## src/rtl/register_file_pkg.sv

```systemverilog
// Shared types and constants for the architectural register file.
// Lookup results and the operand lookup helper also live here.
package register_file_pkg;

  localparam int REG_NUM = 32;

  typedef logic [4:0]  ROB_ID_TYPE;
  typedef logic [4:0]  REG_POS_TYPE;
  typedef logic [31:0] DATA_TYPE;

  localparam ROB_ID_TYPE  ZERO_ROB  = 5'd0;
  localparam REG_POS_TYPE ZERO_REG  = 5'd0;
  localparam DATA_TYPE    ZERO_WORD = 32'd0;
  localparam logic        TRUE      = 1'b1;
  localparam logic        FALSE     = 1'b0;

  typedef struct packed {
    ROB_ID_TYPE q;
    DATA_TYPE   v;
  } lookup_t;

  function automatic lookup_t lookup(
    input REG_POS_TYPE rs,
    input ROB_ID_TYPE  tag,
    input DATA_TYPE    val,
    input logic        cflag,
    input REG_POS_TYPE crd,
    input ROB_ID_TYPE  cq,
    input DATA_TYPE    cv
  );
    lookup_t r;
    r.q = tag;
    r.v = val;
    if (rs == ZERO_REG) begin
      r.q = ZERO_ROB;
      r.v = ZERO_WORD;
    end else if (cflag && crd == rs && tag == cq) begin
      r.q = ZERO_ROB;
      r.v = cv;
    end
    return r;
  endfunction

endpackage

```

## src/rtl/register_file_if.sv

```systemverilog
// Dispatcher lookup/rename and ROB commit/flush signals.
// master = dispatcher + ROB side, slave = register file.
interface register_file_if;
  import register_file_pkg::*;

  REG_POS_TYPE rs1_from_dispatcher;
  REG_POS_TYPE rs2_from_dispatcher;
  ROB_ID_TYPE  Q1_to_dispatcher;
  DATA_TYPE    V1_to_dispatcher;
  ROB_ID_TYPE  Q2_to_dispatcher;
  DATA_TYPE    V2_to_dispatcher;
  logic        rename_signal_from_dispatcher;
  REG_POS_TYPE rd_from_dispatcher;
  ROB_ID_TYPE  rob_id_from_dispatcher;
  logic        commit_flag_from_rob;
  REG_POS_TYPE rd_from_rob;
  ROB_ID_TYPE  Q_from_rob;
  DATA_TYPE    V_from_rob;
  logic        misbranch_flag_from_rob;

  modport master (
    output rs1_from_dispatcher,
    output rs2_from_dispatcher,
    input  Q1_to_dispatcher,
    input  V1_to_dispatcher,
    input  Q2_to_dispatcher,
    input  V2_to_dispatcher,
    output rename_signal_from_dispatcher,
    output rd_from_dispatcher,
    output rob_id_from_dispatcher,
    output commit_flag_from_rob,
    output rd_from_rob,
    output Q_from_rob,
    output V_from_rob,
    output misbranch_flag_from_rob
  );

  modport slave (
    input  rs1_from_dispatcher,
    input  rs2_from_dispatcher,
    output Q1_to_dispatcher,
    output V1_to_dispatcher,
    output Q2_to_dispatcher,
    output V2_to_dispatcher,
    input  rename_signal_from_dispatcher,
    input  rd_from_dispatcher,
    input  rob_id_from_dispatcher,
    input  commit_flag_from_rob,
    input  rd_from_rob,
    input  Q_from_rob,
    input  V_from_rob,
    input  misbranch_flag_from_rob
  );

endinterface

```

## src/rtl/register_file.sv

```systemverilog
// Architectural register file with per-register rename tags.
// Combinational lookup with commit forwarding; clocked commit/rename/flush.
module register_file
  import register_file_pkg::*;
(
  input logic        clk,
  input logic        rst,
  input logic        rdy,
  register_file_if.slave bus
);

  DATA_TYPE   value_q [REG_NUM];
  DATA_TYPE   value_d [REG_NUM];
  ROB_ID_TYPE tag_q   [REG_NUM];
  ROB_ID_TYPE tag_d   [REG_NUM];

  lookup_t lk1;
  lookup_t lk2;

  // Operand lookup for both read ports, forwarding a matching commit.
  always_comb begin
    lk1 = lookup(bus.rs1_from_dispatcher,
                 tag_q[bus.rs1_from_dispatcher],
                 value_q[bus.rs1_from_dispatcher],
                 bus.commit_flag_from_rob,
                 bus.rd_from_rob,
                 bus.Q_from_rob,
                 bus.V_from_rob);
    lk2 = lookup(bus.rs2_from_dispatcher,
                 tag_q[bus.rs2_from_dispatcher],
                 value_q[bus.rs2_from_dispatcher],
                 bus.commit_flag_from_rob,
                 bus.rd_from_rob,
                 bus.Q_from_rob,
                 bus.V_from_rob);
  end

  assign bus.Q1_to_dispatcher = lk1.q;
  assign bus.V1_to_dispatcher = lk1.v;
  assign bus.Q2_to_dispatcher = lk2.q;
  assign bus.V2_to_dispatcher = lk2.v;

  // Next state: commit, then flush, then rename (rename wins on tag).
  always_comb begin
    value_d = value_q;
    tag_d   = tag_q;
    if (bus.commit_flag_from_rob && bus.rd_from_rob != ZERO_REG) begin
      value_d[bus.rd_from_rob] = bus.V_from_rob;
      if (tag_q[bus.rd_from_rob] == bus.Q_from_rob)
        tag_d[bus.rd_from_rob] = ZERO_ROB;
    end
    if (bus.misbranch_flag_from_rob) begin
      for (int i = 0; i < REG_NUM; i++)
        tag_d[i] = ZERO_ROB;
    end else if (bus.rename_signal_from_dispatcher &&
                 bus.rd_from_dispatcher != ZERO_REG) begin
      tag_d[bus.rd_from_dispatcher] = bus.rob_id_from_dispatcher;
    end
  end

  // State update; rdy low freezes everything.
  always_ff @(posedge clk) begin
    if (rst) begin
      value_q <= '{default: ZERO_WORD};
      tag_q   <= '{default: ZERO_ROB};
    end else if (rdy) begin
      value_q <= value_d;
      tag_q   <= tag_d;
    end
  end

endmodule

```

## src/flat_wrapper.sv

```systemverilog
// flat-port wrapper written by rule: the top's interface ports become plain ports
module register_file_flat import register_file_pkg::*;
  (clk, rst, rdy, bus_rs1_from_dispatcher, bus_rs2_from_dispatcher, bus_Q1_to_dispatcher, bus_V1_to_dispatcher, bus_Q2_to_dispatcher, bus_V2_to_dispatcher, bus_rename_signal_from_dispatcher, bus_rd_from_dispatcher, bus_rob_id_from_dispatcher, bus_commit_flag_from_rob, bus_rd_from_rob, bus_Q_from_rob, bus_V_from_rob, bus_misbranch_flag_from_rob);
  register_file_if bus_i ();
  input logic clk;
  input logic rst;
  input logic rdy;
  input wire logic [$bits(bus_i.rs1_from_dispatcher)-1:0] bus_rs1_from_dispatcher;
  input wire logic [$bits(bus_i.rs2_from_dispatcher)-1:0] bus_rs2_from_dispatcher;
  output wire logic [$bits(bus_i.Q1_to_dispatcher)-1:0] bus_Q1_to_dispatcher;
  output wire logic [$bits(bus_i.V1_to_dispatcher)-1:0] bus_V1_to_dispatcher;
  output wire logic [$bits(bus_i.Q2_to_dispatcher)-1:0] bus_Q2_to_dispatcher;
  output wire logic [$bits(bus_i.V2_to_dispatcher)-1:0] bus_V2_to_dispatcher;
  input wire logic [$bits(bus_i.rename_signal_from_dispatcher)-1:0] bus_rename_signal_from_dispatcher;
  input wire logic [$bits(bus_i.rd_from_dispatcher)-1:0] bus_rd_from_dispatcher;
  input wire logic [$bits(bus_i.rob_id_from_dispatcher)-1:0] bus_rob_id_from_dispatcher;
  input wire logic [$bits(bus_i.commit_flag_from_rob)-1:0] bus_commit_flag_from_rob;
  input wire logic [$bits(bus_i.rd_from_rob)-1:0] bus_rd_from_rob;
  input wire logic [$bits(bus_i.Q_from_rob)-1:0] bus_Q_from_rob;
  input wire logic [$bits(bus_i.V_from_rob)-1:0] bus_V_from_rob;
  input wire logic [$bits(bus_i.misbranch_flag_from_rob)-1:0] bus_misbranch_flag_from_rob;
  assign bus_i.rs1_from_dispatcher = bus_rs1_from_dispatcher;
  assign bus_i.rs2_from_dispatcher = bus_rs2_from_dispatcher;
  assign bus_Q1_to_dispatcher = bus_i.Q1_to_dispatcher;
  assign bus_V1_to_dispatcher = bus_i.V1_to_dispatcher;
  assign bus_Q2_to_dispatcher = bus_i.Q2_to_dispatcher;
  assign bus_V2_to_dispatcher = bus_i.V2_to_dispatcher;
  assign bus_i.rename_signal_from_dispatcher = bus_rename_signal_from_dispatcher;
  assign bus_i.rd_from_dispatcher = bus_rd_from_dispatcher;
  assign bus_i.rob_id_from_dispatcher = bus_rob_id_from_dispatcher;
  assign bus_i.commit_flag_from_rob = bus_commit_flag_from_rob;
  assign bus_i.rd_from_rob = bus_rd_from_rob;
  assign bus_i.Q_from_rob = bus_Q_from_rob;
  assign bus_i.V_from_rob = bus_V_from_rob;
  assign bus_i.misbranch_flag_from_rob = bus_misbranch_flag_from_rob;
  register_file u_core (.clk(clk), .rst(rst), .rdy(rdy), .bus(bus_i));
endmodule
```

## config.mk

```make
export PLATFORM = sky130hd
export DESIGN_NAME = register_file_flat
export DESIGN_NICKNAME = d
export VERILOG_FILES = /design/src/rtl/register_file_pkg.sv /design/src/rtl/register_file_if.sv /design/src/rtl/register_file.sv /design/src/flat_wrapper.sv
export SDC_FILE = /design/constraint.sdc
export NUM_CORES = 2
export LEC_CHECK = 0
export BUFFER_PORTS_ARGS = -buffer_cell sky130_fd_sc_hd__buf_2
export CORE_ASPECT_RATIO = 0.8
export CORE_MARGIN = 10
export CORE_UTILIZATION = 57
export CTS_CLUSTER_SIZE = 16
export DETAILED_ROUTE_END_ITERATION = 7
export PLACE_DENSITY_LB_ADDON = 0.08
export SYNTH_ARGS = -nofsm -noshare
export SYNTH_HDL_FRONTEND = slang
export SYNTH_SLANG_ARGS = --single-unit
export TNS_END_PERCENT = 1
```

## constraint.sdc

```tcl
create_clock -name clk -period 3.25 [get_ports clk]
set_clock_uncertainty 0.2 [all_clocks]
set_input_delay 0.1625 -clock clk [delete_from_list [all_inputs] [get_ports clk]]
set_output_delay 0.1625 -clock clk [all_outputs]
set_load 0.01 [all_outputs]
```

# After elaboration in Yosys (flattened, before gate mapping)
# Index checks and enable logic that the tools add are counted.
# Widths: inputs -> output; s select.
totals:
  ff_bits: 1184
  input_bits: 68
  output_inout_bits: 74
  word_cells: 125
classes:
  magnitude_cmp: 6
  n_eq_ne: 5
  muxes: 31
  n_bitwise: 6
  reduce_logical: 13
op_table:
  columns: ["op", "n"]
  rows:
  - ["$bwmux 1024", 1]
  - ["$mux 160", 4]
  - ["$bmux 32 s5", 2]
  - ["$and 160x160->160", 1]
  - ["$bwmux 160", 1]
  - ["$demux 32 s5", 1]
  - ["$mux 32", 5]
  - ["$not 160->160", 1]
  - ["$mux 37", 4]
  - ["$bmux 5 s5", 3]
  - ["$demux 5 s5", 2]
  - ["$mux 5", 8]
  - ["$eq 5x5->1", 5]
  - ["$ge 6x6->1 const B", 4]
  - ["$not 5->6", 4]
  - ["$lt 6x1->1 const B", 2]
  - ["$logic_not 5->1", 2]
  - ["$reduce_bool 5->1", 2]
  - ["$logic_and 1x1->1", 8]
  - ["$reduce_and 2->1", 1]

# Depth between registers and ports, before layout
depth:
  ltp_word: 12
  depth_mapped: 13
  depth_no_buf: 8

# Worst setup path after synthesis
# Ideal clock, no wire load.
synth_timing:
  kind: "input to output"
  from: "input bus_rs2_from_dispatcher[0]"
  to: "output bus_V2_to_dispatcher[22]"
  arrival_ns: 3.004
  t_required_ns: 2.887
  slack_ns: -0.117
  path_stages: 11
  cell_sequence: "buf_6 buf_4 buf_2 clkbuf_1 buf_2 buf_2 mux4_2 mux4_2 mux2_2 mux2i_1 nor2_1"
synth_via:
  elab_chain_len: 8
synth_lines:
  columns: ["item", "line", "rtl"]
  rows:
  - ["start: declaration", "flat_wrapper.sv:9", "input wire logic [$bits(bus_i.rs2_from_dispatcher)-1:0] bus_rs2_from_dispatcher;"]
  - ["$not 5->6 (implied by the code)", "register_file.sv:30, register_file.sv:31", null]
  - ["$bmux 5 s5", "register_file.sv:30", "tag_q[bus.rs2_from_dispatcher],"]
  - ["$mux 5 (implied by the code) (2 in a row)", "register_file.sv:30", null]
  - ["$eq 5x5->1", "register_file_pkg.sv:37", "end else if (cflag && crd == rs && tag == cq) begin"]
  - ["$logic_and 1x1->1", "register_file_pkg.sv:37", null]
  - ["$mux 37", "register_file_pkg.sv:37", null]
  - ["$mux 37 (*)", "register_file_pkg.sv:34", "if (rs == ZERO_REG) begin"]
  - ["end: declaration", "flat_wrapper.sv:13", "output wire logic [$bits(bus_i.V2_to_dispatcher)-1:0] bus_V2_to_dispatcher;"]
# Mark *: on every way between the ends. The rest lies on a longest branch, timed or not. The select of a mux whose other input is x is not followed.

# Worst setup path in the final report
layout_timing:
  from: "register u_core.tag_q[123] (netlist bit)"
  to: "output bus_V1_to_dispatcher[18]"
layout_via:
  elab_chain_len: 7
layout_lines:
  columns: ["item", "line", "rtl"]
  rows:
  - ["start: declaration", "register_file.sv:14", "ROB_ID_TYPE tag_q [REG_NUM];"]
  - ["start signal: assignment", "register_file.sv:68", "tag_q <= tag_d;"]
  - ["$bmux 5 s5", "register_file.sv:23", "tag_q[bus.rs1_from_dispatcher],"]
  - ["$mux 5 (implied by the code) (2 in a row)", "register_file.sv:23", null]
  - ["$eq 5x5->1", "register_file_pkg.sv:37", null]
  - ["$logic_and 1x1->1", "register_file_pkg.sv:37", null]
  - ["$mux 37", "register_file_pkg.sv:37", null]
  - ["$mux 37", "register_file_pkg.sv:34", null]
  - ["end: declaration", "flat_wrapper.sv:11", "output wire logic [$bits(bus_i.V1_to_dispatcher)-1:0] bus_V1_to_dispatcher;"]
# No other way between the ends. The select of a mux whose other input is x is not followed.

==> summary.txt <==
Setup path
  – Worst setup EP type: output pin
  – FF-to-FF setup slack: -0.02 ns
  – Critical path type: flip-flop to output pin
  – Startpoint types: flip-flop
  – Worst Setup EP: bus_V1_to_dispatcher[18]
  – Reg-to-reg endpoint: u_core.tag_q[39]
  – Req. time, crit path: 2.89 ns
  – CP Max Fanout: 5
  – Worst R2R Path Depth: 12
  – RR Startpoint: u_core.tag_q[117]
  – Arr. time, crit path: 3.76 ns
  – Crit. Startpoint: u_core.tag_q[123]

Placement
  – Placed Area: 67000 um2
  – Port Buffers: 141
  – Placer congestion estimate: 1.01
  – Place WS: -0.444 ns
  – # placed instances: 7908
  – Post-DP HPWL: 151000 um

CTS
  – Clk_lat worst skew: 0.77 ns
  – CTS clk-pin slew, worst paths: 0.06 ns
  – Clock tree from TritonCTS: done
  – Clk sink count: 1184
  – CTS H-Tree Depth: 3
  – Num CTS Buffers: 115
  – Root buffer cell: clkbuf_16
  – CTS Buffer Depth: 3

Logic synthesis
  – Synth top area cells: dfxtp_1 38%, mux4_2 26%, nand2_1 13%, a21oi_1 8.1%, clkbuf_1 3.3%
  – Total nets after synthesis: 6581
  – Synthesized flop and latch total: 1184
  – Synthesis warning total: 0
  – Ys async rst share: 0%
  – Cell variety after synth: 58
  – Post-synth top flop: dfxtp_1
  – Leading area contributor after synthesis: dfxtp_1
  – Post-synthesis mux area share: 30.1%
  – Share of the synthesized area in the top cell type: 38.2%
  – Most numerous cell in the Yosys netlist: nand2_1
  – Top post-synthesis cells by count: 2120 x nand2_1, 1184 x dfxtp_1, 1007 x a21oi_1
  – EDFF count, synth: 0
  – Xor/xnor share of the synthesized area: 0.297%
  – Register area share after synthesis: 38.2%
  – Avg Cell Area, Syn: 9.52 um2
  – Cells after synthesis: 6513
  – Post-synthesis compound-gate area fraction: 11.4%
  – Largest family of logic cells by synthesized area: multiplexers
  – Synth Area in Simple Gates: 15.6%
  – Adder and majority gate portion of the synthesized area: 0%
  – Cell Area, Synth: 62000 um2

Status
  – Outcome: finished, violations left
  – Failing checks: negative setup slack

Final layout
  – Layout cells sized above 1: 26.6%
  – Sequential cell area: 23700 um2
  – Nets@finish: 6717
  – Post-Layout Cell Count: 8180
  – Multi-input gate area: 36100 um2
  – Final core utilization: 66.5%
  – Area grow syn2layout: 16.1%
  – Filler Cells Inserted: 8432
  – Finished Cell Area: 72000 um2

Timing
  – Worst Tran Pin Value: 0.974 ns
  – Worst hold slack: 0.0527 ns
  – Slew margin rel.: 35.0%
  – Max Fclk: 243 MHz
  – Final Critical Period: 4.12 ns
  – Worst setup margin: -0.873 ns
  – Slew Limit Fails: 0
  – RSZ-0062 raised after global routing: true
  – Fin crit share: 127%
  – Fin Setup TNS: -55.59 ns
  – Final Hold Fails: 0
  – Setup-failing EPs final: 78

Floorplan
  – Total core area: 108000 um2
  – Row Count: 108
  – Die footprint: 122000 um2
  – Die X: 389 um
  – Initial Util: 57.3%
  – I/O pin count: 142
  – Die Height: 315 um

Drt
  – Number of routed nets with antenna violations: 0
  – Post-route DRC violation count: 0
  – DR vias: 55703
  – DR WL/cell: 30.3 um
  – Avg Vias per Cell: 6.81
  – Routed WL: 248000 um
  – Drt first-iter violations: 8490
  – 1st-pass router iterations: 6

Run
  – Max-cap viol count: 0

Pwr
  – PD cells: 443 nW/um2
  – Design Power: 31.9 mW
  – Pleak: 24.5 nW
  – VDD IR max: 0.505 mV

Global route
  – Largest net degree at the start of global routing: 173
  – Vias in the first global route: 52478
  – GRT Util Overall: 39.4%
  – GRT overflow: 0
  – Wire length of the first global-routing pass: 360000 um
  – Initial antenna violation count: 3

Min path
  – Hold Startpoint: bus_rd_from_dispatcher[3]
  – Hold Path Class: input pin to flip-flop
==> cell usage in the layout, fill, tap and decap left out, types with 12 or more instances in the layout <==
master	instances
clkbuf_1	25
bufinv_16	12
clkbuf_8	36
dlygate4sd3_1	49
nor4_1	24
buf_12	86
a21oi_1	1007
a22o_1	142
clkinv_2	21
a22oi_1	19
nor2_4	31
dfxtp_1	1177
nand2_2	30
nor2b_1	42
mux2i_1	93
mux4_2	729
buf_4	427
mux2_2	91
nand3_1	21
o31ai_1	26
nand2_1	2090
nor2_1	95
clkbuf_16	119
buf_2	130
o21ai_0	13
==> routing by layer <==
| metal | share of wire, % | vias to the layer above | GRT usage, % |
|---|---|---|---|
| met1 | 37 | 27270 | 52.9 |
| met5 | 0.058 | - | 0.790 |
| met2 | 42 | 4105 | 56.6 |
| met3 | 14 | 842 | 12.2 |
| met4 | 6.6 | 4 | 21.4 |
| li1 | - | 23482 | - |
==> worst max-delay path, cell delays in order (launching register included) <==
cell and delay [ns]:
dfxtp_1 0.32, mux4_2 0.48, and2_4 0.16, a221o_1 0.32, o221a_4 0.29, xnor2_2 0.14, nand2_2 0.08, nor4_4 0.37
buf_12 0.24, buf_12 0.16, mux2i_2 0.25, buf_2 0.18
==> area by class of cell <==
class | count | share of cell area [%]
inverter | 7 | 0.0365
antenna | 3 | 0.0104
tap | 1430 | 2.49
sequential | 1184 | 33.0
multi-input combinational | 4637 | 50.2
timing repair buffer | 704 | 8.68
clock inverter | 37 | 0.753
clock buffer | 178 | 4.92
==> logic make-up (layout without fill, tap and decap cells) <==
family / Yosys count / count (layout)
AOI/OAI and AO/OA: 1256 / 1256
xor gates and xnor gates: 21 / 21
buffers and inverters: 692 / 926
DFF: 1184 / 1184
muxes: 926 / 926
other: 0 / 3
and+or+nand+nor: 2434 / 2434
==> timing repair <==
item,CTS,global route
buffers inserted,3,1
gates cloned,1,0
gates resized for setup,33,35
setup endpoints to repair,81,166
hold endpoints to repair,1062,0
hold buffers,50,0
pin swaps,10,13
==> where the power goes <==
group	total, mW	internal (mW)	switching [mW]
clock	14.6	8.42	6.14
combinational	2.70	0.954	1.75
sequential	14.6	14.6	0.0404
total	31.9	23.9	7.93
==> flip-flops by register name, indices dropped and copies added, names as in the netlist <==
name            count
u_core.tag_q      160
u_core.value_q   1024
==> worst min path at each step <==
stage,cells past startpoint,slack [ns],end
detailed placement,2,0.26,u_core.value_q[298]
finish,5,0.05,u_core.tag_q[4]
global route,5,0.07,u_core.tag_q[4]
global placement,2,0.25,u_core.value_q[678]
floorplan,2,0.17,u_core.tag_q[135]
CTS,5,0.004,u_core.tag_q[9]
Note: power is estimated with default switching activity, not from simulation.
